$ cat src/rtl/core_pkg.sv
// rtl/core_pkg.sv - shared hazard controller states and PC source select codes
package core_pkg;

    typedef enum logic [1:0] {
        RUN      = 2'd0,
        LU_STALL = 2'd1,
        MEM_WAIT = 2'd2
    } hz_state_t;

    localparam logic [1:0] PC_SEQ = 2'd0;
    localparam logic [1:0] PC_BR  = 2'd1;
    localparam logic [1:0] PC_JMP = 2'd2;

endpackage

$ cat src/rtl/lu_detect.sv
// rtl/lu_detect.sv - load-use hazard detection between the ID and EX instructions
module lu_detect #(
    parameter int REG_W = 5
) (
    input  logic [REG_W-1:0] id_rs,
    input  logic [REG_W-1:0] id_rt,
    input  logic             id_uses_rs,
    input  logic             id_uses_rt,
    input  logic [REG_W-1:0] ex_rd,
    input  logic             ex_load,
    input  logic             ex_valid,
    output logic             lu
);

    logic rs_hit;
    logic rt_hit;

    assign rs_hit = id_uses_rs && (id_rs == ex_rd);
    assign rt_hit = id_uses_rt && (id_rt == ex_rd);
    // Register 0 is hardwired, so a load targeting it never creates a dependency.
    assign lu     = ex_valid && ex_load && (ex_rd != '0) && (rs_hit || rt_hit);

endmodule

$ cat src/rtl/hazard_flush_ctrl.sv
// rtl/hazard_flush_ctrl.sv - pipeline stall, freeze and flush controller for the 5-stage core
module hazard_flush_ctrl
    import core_pkg::*;
#(
    parameter int REG_W        = 5,
    parameter int LOAD_LATENCY = 1,
    parameter int FLUSH_DEPTH  = 2
) (
    input  logic                   clk,
    input  logic                   rst,
    input  logic [REG_W-1:0]       id_rs,
    input  logic [REG_W-1:0]       id_rt,
    input  logic                   id_uses_rs,
    input  logic                   id_uses_rt,
    input  logic [REG_W-1:0]       ex_rd,
    input  logic                   ex_load,
    input  logic                   ex_valid,
    input  logic                   br_taken,
    input  logic                   jump,
    input  logic                   mem_busy,
    output logic                   pc_en,
    output logic                   if_id_en,
    output logic [FLUSH_DEPTH-1:0] flush,
    output logic                   bubble,
    output logic [1:0]             pc_sel,
    output logic [1:0]             hz_state
);

    localparam logic [FLUSH_DEPTH-1:0] FLUSH_ALL = {FLUSH_DEPTH{1'b1}};
    localparam logic [FLUSH_DEPTH-1:0] FLUSH_JMP = FLUSH_DEPTH'(1);
    localparam logic [2:0]             CNT_INIT  = 3'((LOAD_LATENCY > 1) ? LOAD_LATENCY - 2 : 0);

    hz_state_t  state, nxt_state, ret_state, nxt_ret, eff_state;
    logic [2:0] cnt, nxt_cnt;
    logic [1:0] pend_sel, nxt_pend;
    logic       lu;

    lu_detect #(.REG_W(REG_W)) u_lu_detect (
        .id_rs      (id_rs),
        .id_rt      (id_rt),
        .id_uses_rs (id_uses_rs),
        .id_uses_rt (id_uses_rt),
        .ex_rd      (ex_rd),
        .ex_load    (ex_load),
        .ex_valid   (ex_valid),
        .lu         (lu)
    );

    always_comb begin
        pc_en     = 1'b1;
        if_id_en  = 1'b1;
        flush     = '0;
        bubble    = 1'b0;
        pc_sel    = PC_SEQ;
        nxt_state = state;
        nxt_cnt   = cnt;
        nxt_ret   = ret_state;
        nxt_pend  = pend_sel;
        eff_state = state;

        // On release, a parked redirect wins; otherwise the interrupted state is replayed this cycle.
        if (state == MEM_WAIT) begin
            if (mem_busy) begin
                pc_en    = 1'b0;
                if_id_en = 1'b0;
            end else if (pend_sel != PC_SEQ) begin
                pc_sel    = pend_sel;
                flush     = (pend_sel == PC_BR) ? FLUSH_ALL : FLUSH_JMP;
                nxt_pend  = PC_SEQ;
                nxt_state = RUN;
            end else begin
                eff_state = ret_state;
                nxt_state = ret_state;
            end
        end

        case (eff_state)
            RUN: begin
                if (mem_busy) begin
                    pc_en     = 1'b0;
                    if_id_en  = 1'b0;
                    nxt_state = MEM_WAIT;
                    nxt_ret   = RUN;
                    nxt_pend  = br_taken ? PC_BR : (jump ? PC_JMP : PC_SEQ);
                end else if (br_taken) begin
                    pc_sel = PC_BR;
                    flush  = FLUSH_ALL;
                end else if (jump) begin
                    pc_sel = PC_JMP;
                    flush  = FLUSH_JMP;
                end else if (lu) begin
                    pc_en    = 1'b0;
                    if_id_en = 1'b0;
                    bubble   = 1'b1;
                    if (LOAD_LATENCY > 1) begin
                        nxt_cnt   = CNT_INIT;
                        nxt_state = LU_STALL;
                    end
                end
            end
            LU_STALL: begin
                if (mem_busy) begin
                    pc_en     = 1'b0;
                    if_id_en  = 1'b0;
                    nxt_state = MEM_WAIT;
                    nxt_ret   = LU_STALL;
                    nxt_pend  = br_taken ? PC_BR : PC_SEQ;
                end else if (br_taken) begin
                    pc_sel    = PC_BR;
                    flush     = FLUSH_ALL;
                    nxt_state = RUN;
                end else begin
                    pc_en    = 1'b0;
                    if_id_en = 1'b0;
                    bubble   = 1'b1;
                    if (cnt == 3'd0) nxt_state = RUN;
                    else             nxt_cnt   = cnt - 3'd1;
                end
            end
            default: ;
        endcase

        if (rst) begin
            pc_en    = 1'b0;
            if_id_en = 1'b0;
            flush    = FLUSH_ALL;
            bubble   = 1'b0;
            pc_sel   = PC_SEQ;
        end
    end

    always_ff @(posedge clk) begin
        if (rst) begin
            state     <= RUN;
            cnt       <= 3'd0;
            pend_sel  <= PC_SEQ;
            ret_state <= RUN;
        end else begin
            state     <= nxt_state;
            cnt       <= nxt_cnt;
            pend_sel  <= nxt_pend;
            ret_state <= nxt_ret;
        end
    end

    assign hz_state = state;

endmodule

$ cat config.mk
export PLATFORM = sky130hd
export DESIGN_NAME = hazard_flush_ctrl
export DESIGN_NICKNAME = d
export VERILOG_FILES = /design/src/rtl/core_pkg.sv /design/src/rtl/lu_detect.sv /design/src/rtl/hazard_flush_ctrl.sv
export SDC_FILE = /design/constraint.sdc
export NUM_CORES = 1
export LEC_CHECK = 0
export CORE_AREA = 4 4 57 59
export DETAILED_ROUTE_END_ITERATION = 6
export DIE_AREA = 0 0 61 63
export HOLD_SLACK_MARGIN = 0.1
export PLACE_DENSITY_LB_ADDON = 0.3
export SETUP_SLACK_MARGIN = 0.5
export SLEW_MARGIN = 20
export SYNTH_ARGS = -nofsm -noshare
export SYNTH_HDL_FRONTEND = slang
export SYNTH_SLANG_ARGS = --single-unit
$ cat constraint.sdc
create_clock -name clk -period 1.7 [get_ports clk]
set_clock_uncertainty 0.15 [all_clocks]
set_input_delay 0.255 -clock clk [delete_from_list [all_inputs] [get_ports clk]]
set_output_delay 0.255 -clock clk [all_outputs]
set_load 0.05 [all_outputs]
==> out/results.ini <==
[sta]
final_max_slew_viol_count=0
period_minus_slack_ns=2.15
holdWs_ns=0.333
postLayoutSetupSlackWorst_ns=-0.446
tns_ns=-2.76
fin_crit_sh_pct=126
worst_slew_pin_slew_ns=0.309
relSlewSlack_pct=79.3
setup-violations-final=11
fmax_mhz=466
hold_violations=0
rsz0062_at_grt=true

[worst_setup_path]
worstPathRequired_ns=1.29
cp_max_fo=5
reg2reg_slack_ns=-0.06
endpoint_kind=output port
r2r_cells=7
path_class=register to output port
r2r_start=hz_state[0]$_SDFF_PP0_
r2r_end=cnt[2]$_SDFFE_PP0P_
cp.arrival_ns=1.74
startpoint_type=register

[place]
place_inst=186
place.gp.congestion=0.836
io_buffers=32
post-dp-hpwl_um=2290

[synthesis]
yosys.area_share.simple_pct=27.2
yosys-mux-area-fraction_pct=1.27
synth_flop_cell=dfxtp_1
yosys_warnings=0
avgSynthCellArea_um2=8.24
ys_seq_area_share_pct=20.3
synth-compound-area-share_pct=30.7
synthArstFlopShare_pct=0
synth_top_area_share_pct=20.3
synth-xor-area-share_pct=11.1
yosys.area_share.adder_pct=3.16
synth_top_family_by_area=compound AO/OA/AOI/OAI gates
synth_common_cells=10 x xnor2_1, 8 x dfxtp_1, 7 x a21oi_1, 6 x inv_1, 6 x nand2_1
synth_most_common_cell=xnor2_1
yosys-top-cells-area=dfxtp_1 20%, xnor2_1 11%, a21oi_1 4.4%
synthesis.nets=122
synth_cell_types=42
synth_edf_count=0
postSynthCellCount=96
synth_area_um2=791
synth_top_cell_by_area=dfxtp_1
ys_ff_latch=8

[clock_tree]
clkTransAtPathRegs_ns=0.06
tritoncts=built
cts_inserted_buffers=3
cts_root_buf=clkbuf_4
holdBufCountCts=0
clock_sinks=8
clock_latency_ns=0.27
htreeDepth=1
clk_path_buf_depth=2

[power]
vdd.ir_drop.worst_v=0.000311
power_mw=0.699
p_per_area_nw_per_um2=385
leakagePower_nw=0.706

[layout]
final_cells=198
drive_gt1_share_pct=61.1
final_util_pct=67.0
nNetsFinal=195
diodes=0
layout-area-overhead-vs-synth_pct=130

[run]
drv_cap=0

[floorplanning]
core-area_um2=2710
die-area_um2=3840
num_rows=19
initial_core_util_pct=29.2
die_h_um=63
io_pins=33
die_w_um=61

[drt]
routed_wl_um=3240
drt-initial-drc-count=11
vias=1022
wl_per_cell_um=16.4
ant_nets=0
firstDrtPassIters=4
via_per_inst=5.16
route.detailed.drc=0

[global_route]
grt_pass1_wl_um=5250
antenna_found_initial=0
grt_usage_pct=18.2
grt_max_degree=10
gr-total-overflow=0
grt_pass1_vias=1084

[hold_path]
hp-class=register to register
worstHoldPathCells=2
min_from=cnt[0]$_SDFFE_PP0P_
hold-path-endpoint=cnt[0]$_SDFFE_PP0P_

[status]
violations=setup timing
outcome=complete, but fails checks

metrics by stage:
| stage | setup WS (ns) | area (µm²) |
|---|---|---|
| 2_1_floorplan | -0.513 | 890 |
| 3_3_place_gp | -0.659 | 1520 |
| 3_5_place_dp | -0.700 | 1520 |
| 4_1_cts | -0.484 | 1710 |
| 5_1_grt | -0.503 | 1820 |
| 6_report | -0.446 | 1820 |
metal layers:
metal / up-vias / wire length, µm / global-route usage, %
met5: - / 0 / 0
met4: 0 / 108 / 8.40
met3: 8 / 101 / 3.93
met2: 20 / 1720 / 29.0
met1: 489 / 1310 / 22.8
li1: 505 / - / -
worst max-delay path, stage by stage, from the launching register on:
cell and delay (ns):
dfxtp_4 0.37, nor3b_4 0.25, a31oi_4 0.16, buf_4 0.16
a311o_2 0.38, buf_12 0.16
layout by cell type (no fill, tap or decap), types with 3 or more instances in the layout:
cell type	n
buf_4	31
buf_6	11
a211oi_2	3
nand2b_1	4
nand4_1	3
a21oi_1	3
dfxtp_4	3
buf_12	8
inv_1	6
dfxtp_1	4
a31oi_4	3
dlygate4sd2_1	3
a21oi_2	3
clkbuf_4	3
nand2_1	4
nor3_2	3
xnor2_1	10
clkdlybuf4s50_1	14
kinds of logic after synthesis:
| family | count (synthesis) |
|---|---|
| AOI/OAI and AO/OA | 30 |
| and+or+nand+nor | 34 |
| DFF | 8 |
| xor gates and xnor gates | 10 |
| muxes | 1 |
| buffers and inverters | 11 |
| adders and majority gates | 2 |
layout make-up:
class | instances | area [µm²]
repair buffers | 73 | 738
clock buffers | 3 | 22.5
multi-input cells | 77 | 822
well taps | 31 | 38.8
fillers | 219 | 893
inverters | 6 | 22.5
flip-flops and latches | 8 | 173
sequential cells by signal (all words and copies together), names as in the netlist:
| register | count |
|---|---|
| pend_sel | 2 |
| hz_state | 2 |
| ret_state | 1 |
| cnt | 3 |
power by group:
part / switching (mW) / internal, mW / leakage, nW
registers: 0.00902 / 0.189 / 0.0675
clock network: 0.0759 / 0.0815 / 0.0138
logic: 0.155 / 0.188 / 0.625
worst max-delay path by stage:
stage | start | to | slack (ns) | depth (start not counted)
after global placement | ex_rd[0] | if_id_en | -0.66 | 6
after global routing | hz_state[0]$_SDFF_PP0_ | bubble | -0.50 | 6
after CTS | hz_state[0]$_SDFF_PP0_ | bubble | -0.48 | 6
final | pend_sel[0]$_SDFF_PP0_ | flush[1] | -0.45 | 5
after detailed placement | ex_rd[0] | if_id_en | -0.70 | 6
after floorplan | ex_rd[0] | pc_en | -0.51 | 5
timing repair:
item                                    in CTS  in global routing
endpoints found under the setup margin      16                 16
setup buffers                                8                  1
hold endpoints to repair                     0                  0
gates resized for setup                     40                 24
pin swaps                                   20                 13
(Power assumes the default switching activity.)
